## src/rtl/tx_status_rec_ctrl.sv

```systemverilog
// tx_status_rec_ctrl: record-level write gating, occupancy, atomic pop and irq for the tx status FIFO bank (stats counters under TX_STATUS_STATS_EN)
module tx_status_rec_ctrl #(
  parameter int DEPTH = 64,
  parameter logic [4:0] FIRST_ADDR = 5'h16,
  parameter logic [4:0] LAST_ADDR = 5'h1e,
  parameter int HOLD_TO_W = 12
) (
  input  logic                 clk,
  input  logic                 rst,
  input  logic                 rec_push,
  input  logic                 slv_reg_rden,
  input  logic [4:0]           axi_araddr_core,
  input  logic                 irq_en,
  input  logic [6:0]           irq_thresh,
  input  logic [15:0]          irq_timeout,
  input  logic [HOLD_TO_W-1:0] hold_timeout,
  output logic                 fifo_wr_en,
  output logic                 fifo_pop,
  output logic [6:0]           rec_cnt,
  output logic                 rec_empty,
  output logic                 busy,
  output logic                 irq,
  output logic [15:0]          drop_cnt,
  output logic [15:0]          abort_cnt
);
  typedef enum logic [1:0] {IDLE, HOLD, POP} state_t;
  localparam logic [6:0] DEPTH_C = 7'(DEPTH);
  state_t state, state_nx;
  logic [HOLD_TO_W-1:0] hold_tmr, hold_tmr_nx;
  logic [15:0] age;
  logic [6:0] rec_cnt_nx, thr;
  logic rd_first, rd_last, accept;
  assign rd_first = slv_reg_rden && axi_araddr_core == FIRST_ADDR;
  assign rd_last = slv_reg_rden && axi_araddr_core == LAST_ADDR;
  assign accept = rec_push && rec_cnt < DEPTH_C;
  assign thr = irq_thresh == 7'd0 ? 7'd1 : irq_thresh;
  always_comb begin
    state_nx = state;
    hold_tmr_nx = hold_tmr;
    case (state)
      IDLE: begin
        if (rd_first && rec_cnt != 7'd0) begin
          state_nx = HOLD;
          hold_tmr_nx = '0;
        end
      end
      HOLD: begin
        if (rd_last) state_nx = POP;
        else if (rd_first) hold_tmr_nx = '0;
        else if (hold_tmr == hold_timeout) state_nx = IDLE;
        else hold_tmr_nx = hold_tmr + 1'b1;
      end
      default: state_nx = IDLE;
    endcase
  end
  // a pop in the same cycle never frees space for the concurrent push
  always_comb begin
    rec_cnt_nx = rec_cnt;
    if (accept && !fifo_pop) rec_cnt_nx = rec_cnt + 7'd1;
    else if (!accept && fifo_pop && rec_cnt != 7'd0) rec_cnt_nx = rec_cnt - 7'd1;
  end
  always_ff @(posedge clk or posedge rst) begin
    if (rst) begin
      state <= IDLE;
      hold_tmr <= '0;
      fifo_wr_en <= 1'b0;
      fifo_pop <= 1'b0;
      rec_cnt <= '0;
      rec_empty <= 1'b1;
      busy <= 1'b0;
      age <= '0;
      irq <= 1'b0;
    end else begin
      state <= state_nx;
      hold_tmr <= hold_tmr_nx;
      fifo_wr_en <= accept;
      fifo_pop <= state_nx == POP;
      busy <= state_nx == HOLD;
      rec_cnt <= rec_cnt_nx;
      rec_empty <= rec_cnt_nx == 7'd0;
      age <= (fifo_pop || rec_cnt == 7'd0) ? '0 : age + {15'd0, age != 16'hFFFF};
      irq <= irq_en && (rec_cnt >= thr || (irq_timeout != 16'd0 && age >= irq_timeout));
    end
  end
`ifdef TX_STATUS_STATS_EN
  logic drop, abort;
  assign drop = rec_push && !accept;
  assign abort = state == HOLD && !rd_last && !rd_first && hold_tmr == hold_timeout;
  always_ff @(posedge clk or posedge rst) begin
    if (rst) begin
      drop_cnt <= '0;
      abort_cnt <= '0;
    end else begin
      drop_cnt <= drop_cnt + 16'(drop && drop_cnt != 16'hFFFF);
      abort_cnt <= abort_cnt + 16'(abort && abort_cnt != 16'hFFFF);
    end
  end
`else
  assign drop_cnt = '0;
  assign abort_cnt = '0;
`endif
endmodule
```

## config.mk

```make
export PLATFORM = sky130hd
export DESIGN_NAME = tx_status_rec_ctrl
export DESIGN_NICKNAME = d
export VERILOG_FILES = /design/src/rtl/tx_status_rec_ctrl.sv
export SDC_FILE = /design/constraint.sdc
export NUM_CORES = 1
export LEC_CHECK = 0
export ABC_AREA = 0
export CAP_MARGIN = 25
export CORE_AREA = 2 2 76 78
export DETAILED_ROUTE_END_ITERATION = 8
export DIE_AREA = 0 0 78 80
export DONT_BUFFER_PORTS = 1
export GPL_ROUTABILITY_DRIVEN = 0
export HOLD_SLACK_MARGIN = 0.05
export PLACE_DENSITY = 0.78
export SETUP_SLACK_MARGIN = 0.15
export SYNTH_ARGS = -nofsm -noshare
export SYNTH_HDL_FRONTEND = slang
export SYNTH_SLANG_ARGS = --single-unit
```

## constraint.sdc

```tcl
create_clock -name clk -period 2.21 [get_ports clk]
set_input_delay 0.1105 -clock clk [delete_from_list [all_inputs] [get_ports clk]]
set_output_delay 0.1105 -clock clk [all_outputs]
set_load 0.03 [all_outputs]
```

# ---- Word level (Yosys, flattened, before mapping)
# Index checks and enable logic that the tools add are counted.
dict set report word_totals {
  out_inout_bits 44
  register_bits 42
}
dict set report classes {
  magnitude_cmp 3
  add_sub_neg 4
  n_eq_ne 10
  muxes 14
  reduce_logical 21
}
# cell count
set ops {}
lappend ops {{2-to-1 mux 12 bit} 4}
lappend ops {{case mux 12 bit (2 select lines)} 1}
lappend ops {{logical NOT 7 bit} 3}
lappend ops {{2-to-1 mux 7 bit} 3}
lappend ops {{adder 16 x 1 -> 16 bit} 1}
lappend ops {{>= comparator 16 bit} 1}
lappend ops {{2-to-1 mux 16 bit} 1}
lappend ops {{inequality test 16 bit, second input constant} 1}
lappend ops {{nonzero test 16 bit} 1}
lappend ops {{adder 12 x 1 -> 12 bit, second input constant} 1}
lappend ops {{== test 12 bit} 1}
lappend ops {{== test 5 bit, second input constant} 2}
lappend ops {{logical AND 1 bit} 9}
lappend ops {{2-to-1 mux 2 bit} 4}
lappend ops {{adder 7 x 1 -> 7 bit, second input constant} 1}
lappend ops {{>= comparator 7 bit} 1}
lappend ops {{< comparator 7 bit, second input constant} 1}
lappend ops {{nonzero test 7 bit} 1}
lappend ops {{subtractor 7 x 1 -> 7 bit, second input constant} 1}
lappend ops {{== test 2 x 1 -> 1 bit, second input constant} 2}
lappend ops {{inequality test 2 bit, second input constant} 2}
lappend ops {{case mux 2 bit (2 select lines)} 1}
lappend ops {{AND reduction 4 bit} 1}
lappend ops {{inequality test 3 bit, second input constant} 1}
lappend ops {{other kinds (5)} 7}

# ---- Logic depth before layout (Yosys ltp)
dict set report logic_depth {
  ltp_word 8
  mapped_depth 10
  ltp_nobuf 10
}

# ---- Worst setup path before layout
# No wires, ideal clock.
dict set report synth_timing {
  path_kind {flip-flop to flip-flop}
  startpoint {register rec_cnt[0]}
  endpoint {register hold_tmr[6]}
  t_required_ps 2087
  arrival_time_ps 2566
  setup_time_ps 123
  slack_ps -478
  path_stages_with_launch 10
  synth_period_minus_slack_ps 2688
  path_cell_list {dfrtp_1 inv_1 ha_1 nor4b_1 nand3b_1 or4b_1 buf_2 a21boi_4 or4b_1 mux2i_1}
}
dict set report synth_between {
  elab_chain_len 4
}
# item line
set synth_rtl {}
lappend synth_rtl {{start, declared} 19} ;# output logic [6:0] rec_cnt,
lappend synth_rtl {{start signal, assigned} 79} ;# rec_cnt <= rec_cnt_nx;
lappend synth_rtl {{nonzero test 7 bit} 42} ;# if (rd_first && rec_cnt != 7'd0) begin
lappend synth_rtl {{logical AND 1 bit} 42}
lappend synth_rtl {{inequality test 2 bit (no source line)} -}
lappend synth_rtl {{AND reduction 4 bit (no source line)} -}
lappend synth_rtl {{end signal, assigned} 75} ;# hold_tmr <= hold_tmr_nx;
lappend synth_rtl {{end, declared} 29} ;# logic [HOLD_TO_W-1:0] hold_tmr, hold_tmr_nx;
# Every way passes these cells.
# A chain may end at the register's enable or synchronous reset.

# ---- Worst setup path after layout
dict set report layout_timing {
  startpoint {register rec_cnt[1]}
  endpoint {register hold_tmr[6]}
}
# Same word-level chain as after synthesis.

==> impl_metrics.json <==
{
  "slew_headroom_pct": 55.7,
  "coreArea_mm2": 0.00541,
  "clk_pin_slew_ps": 80,
  "power_density_mw_per_mm2": 887,
  "syn_area_per_cell_um2": 8.79,
  "layout.cells.non_filler": 459,
  "wl_per_cell_um": 14.0,
  "start_util_pct": 56.9,
  "pre_cts_ws_ps": 11.8,
  "synth_area_mm2": 0.00308,
  "fin_total_pwr_mw": 3.10,
  "tightest_slew_ps": 660,
  "path_class": "flip-flop to flip-flop",
  "grt_use_total_pct": 21.1,
  "fin_util_pct": 64.6,
  "htree_num_levels": 2,
  "die_y_um": 80,
  "hold_path_end": "state[1]",
  "ff2ff_setup_slack_ps": 60,
  "dp_hpwl_um": 4950,
  "pin_count": 89,
  "synth_ff_type": "dfrtp_1",
  "worst_slack_ps": 61.7,
  "async_flop_share_pct": 100,
  "grt_remaining_overflow": 0,
  "start_kind": "flip-flop",
  "drive_above_1_share_pct": 15.8,
  "outcome": "finished, final reports clean",
  "synth_seq_cells": 42,
  "ant_nets": 0,
  "drv_slew": 0,
  "route.detailed.drc": 0,
  "cts_root_buf": "clkbuf_8",
  "vias_per_cell": 5.52,
  "worstHoldPathCells": 3,
  "ys_types": 51,
  "synth_edf_count": 0,
  "path_max_fanout": 2,
  "rows": 27,
  "rsz0062_at_grt": "true",
  "grt_first_pass_wirelength_um": 10400,
  "hold_ws_ps": 61.8,
  "yosys-top-cells-area": "dfrtp_1 (33%), ha_1 (11%), buf_4 (8.1%), xor2_1 (7.4%), inv_1 (3.8%)",
  "clockBufferDepth": 2,
  "area_growth_pct": 13.5,
  "finClkSkew_ps": 5.59,
  "placed_area_mm2": 0.00321,
  "hold_viol": 0,
  "dieArea_mm2": 0.00624,
  "cts_made_buffers": 5,
  "insertion_delay_ps": 300,
  "finalCritPeriodShare_pct": 97.2,
  "grt_pass1_vias": 2377,
  "cts_tree": "built",
  "synthCells": 350,
  "antenna_cells": 0,
  "design_area_mm2": 0.00349,
  "setup_viol": 0,
  "drtIter0Drc": 75,
  "synth_top_area_share_pct": 33.4,
  "die_width_um": 78,
  "max_freq_ghz": 0.465,
  "fillCellCount": 475,
  "rr_endpoint": "hold_tmr[6]",
  "drt-total-wl_um": 6410,
  "antenna_found_initial": 0,
  "nNetsFinal": 459,
  "vdd_drop_max_mv": 0.911,
  "required_ps": 2400,
  "cap_violations": 0,
  "crit_path_end_kind": "flip-flop",
  "tns_ps": 0,
  "hold_class": "input port to flip-flop",
  "place.port_buffers": 0,
  "reg2reg_depth": 8,
  "worstPathArrival_ps": 2340,
  "yosysWarnings": 0,
  "vias": 2533,
  "leakagePower_nw": 1.81,
  "fin_crit_ps": 2150,
  "yosysTopAreaCell": "dfrtp_1",
  "seq_area_frac_synth_pct": 34.2,
  "first_pass_iters": 4,
  "r2r_start": "rec_cnt[1]",
  "cts.sinks": 42,
  "placedCellCount": 437,
  "grt_start_max_net_pins": 43,
  "hp-start": "axi_araddr_core[1]"
}
==> report_power, final <==
group	switching (mW)	total, mW	leakage (nW)	internal (mW)
Sequential	0.170	1.10	0.554	0.925
Combinational	0.817	1.40	1.19	0.579
Clock	0.273	0.606	0.0579	0.333
Total	1.26	3.10	1.81	1.84
==> how the worst max path moves through the flow <==
stage / startpoint / end / slack [ps]
floorplan: rec_cnt[1] / hold_tmr[6] / -240
global placement: rec_cnt[1] / hold_tmr[6] / 80
detailed placement: rec_cnt[1] / hold_tmr[6] / 10
CTS: rec_cnt[0] / hold_tmr[6] / 50
global route: rec_cnt[1] / hold_tmr[6] / -2
finish: rec_cnt[1] / hold_tmr[6] / 60
==> state kept, by name, summed over array words and instances (netlist names) <==
name,flops
age,16
busy,1
fifo_pop,1
fifo_wr_en,1
hold_tmr,12
irq,1
rec_cnt,7
rec_empty,1
state,2
==> cell usage in the layout, fill, tap and decap left out, drive strengths merged, types with 6 or more instances in the layout <==
master        n
nand4         8
buf          30
nor2         30
o21ai        17
nor4          9
xor2         26
dlygate4sd3   6
ha           28
inv          31
nand2        24
and3          6
dfrtp        41
a21oi         8
conb         32
nand3        22
==> logic make-up (layout without fill, tap and decap cells) <==
kind of cell | count (synthesis) | after routing | synth area share (%)
AOI/OAI and AO/OA | 50 | 50 | 10.7
other | 1 | 32 | 0.122
and+or+nand+nor | 126 | 126 | 21.2
xor gates and xnor gates | 31 | 31 | 8.83
DFF | 42 | 42 | 34.2
buffers and inverters | 69 | 75 | 12.6
muxes | 3 | 3 | 0.976
adders and majority gates | 28 | 28 | 11.4
==> synthesized netlist by cell type, types with 2 or more instances <==
master,instances
o31ai_1,5
nor2b_1,2
and2_1,2
mux2i_1,3
nor4_1,9
or4b_1,2
nand4_1,8
a211oi_1,4
a21o_1,3
xnor2_1,5
nand3_1,22
nor3b_1,2
nand2_1,24
and3_1,6
nor4b_1,2
ha_1,28
a21oi_1,8
o21ai_0,16
and4_1,2
or2b_1,2
nor2_1,30
nor3_1,4
nand2b_1,4
xor2_1,26
buf_4,33
inv_1,31
dfrtp_1,41
buf_2,3
==> cell type report <==
type                            count  area (µm²)  area share (%)
Multi-Input combinational cell    270        1840            52.6
Inverter                           31         116            3.33
Timing Repair Buffer               36         285            8.17
Clock inverter                      3        40.0            1.15
Clock buffer                        5        68.8            1.97
Sequential cell                    42        1050            30.2
Tap cell                           72        90.1            2.58
==> critical path, stage by stage (launching register included) <==
cell and delay, ps:
dfrtp_2 370, inv_2 50, ha_4 150, nor4b_4 120, nand3b_1 80, or4b_4 460, a21boi_4 150, or4b_4 520
mux2i_1 130
==> routing by layer <==
layer | vias to the layer above | GRT usage, % | part of all wire, %
li1 | 1225 | - | -
met1 | 1204 | 25.1 | 42
met2 | 89 | 37.7 | 50
met3 | 15 | 4.41 | 5.6
met4 | 0 | 7.89 | 2.1
met5 | - | 0 | 0
==> timing repair <==
action                                  4_1_cts  5_1_grt
setup buffers                                 6        2
hold buffers                                  6        0
endpoints found under the setup margin        7       18
hold endpoints to repair                     45        0
gates resized for setup                       2       16
pin swaps                                     3       11
Note: power is estimated with default switching activity, not from simulation.
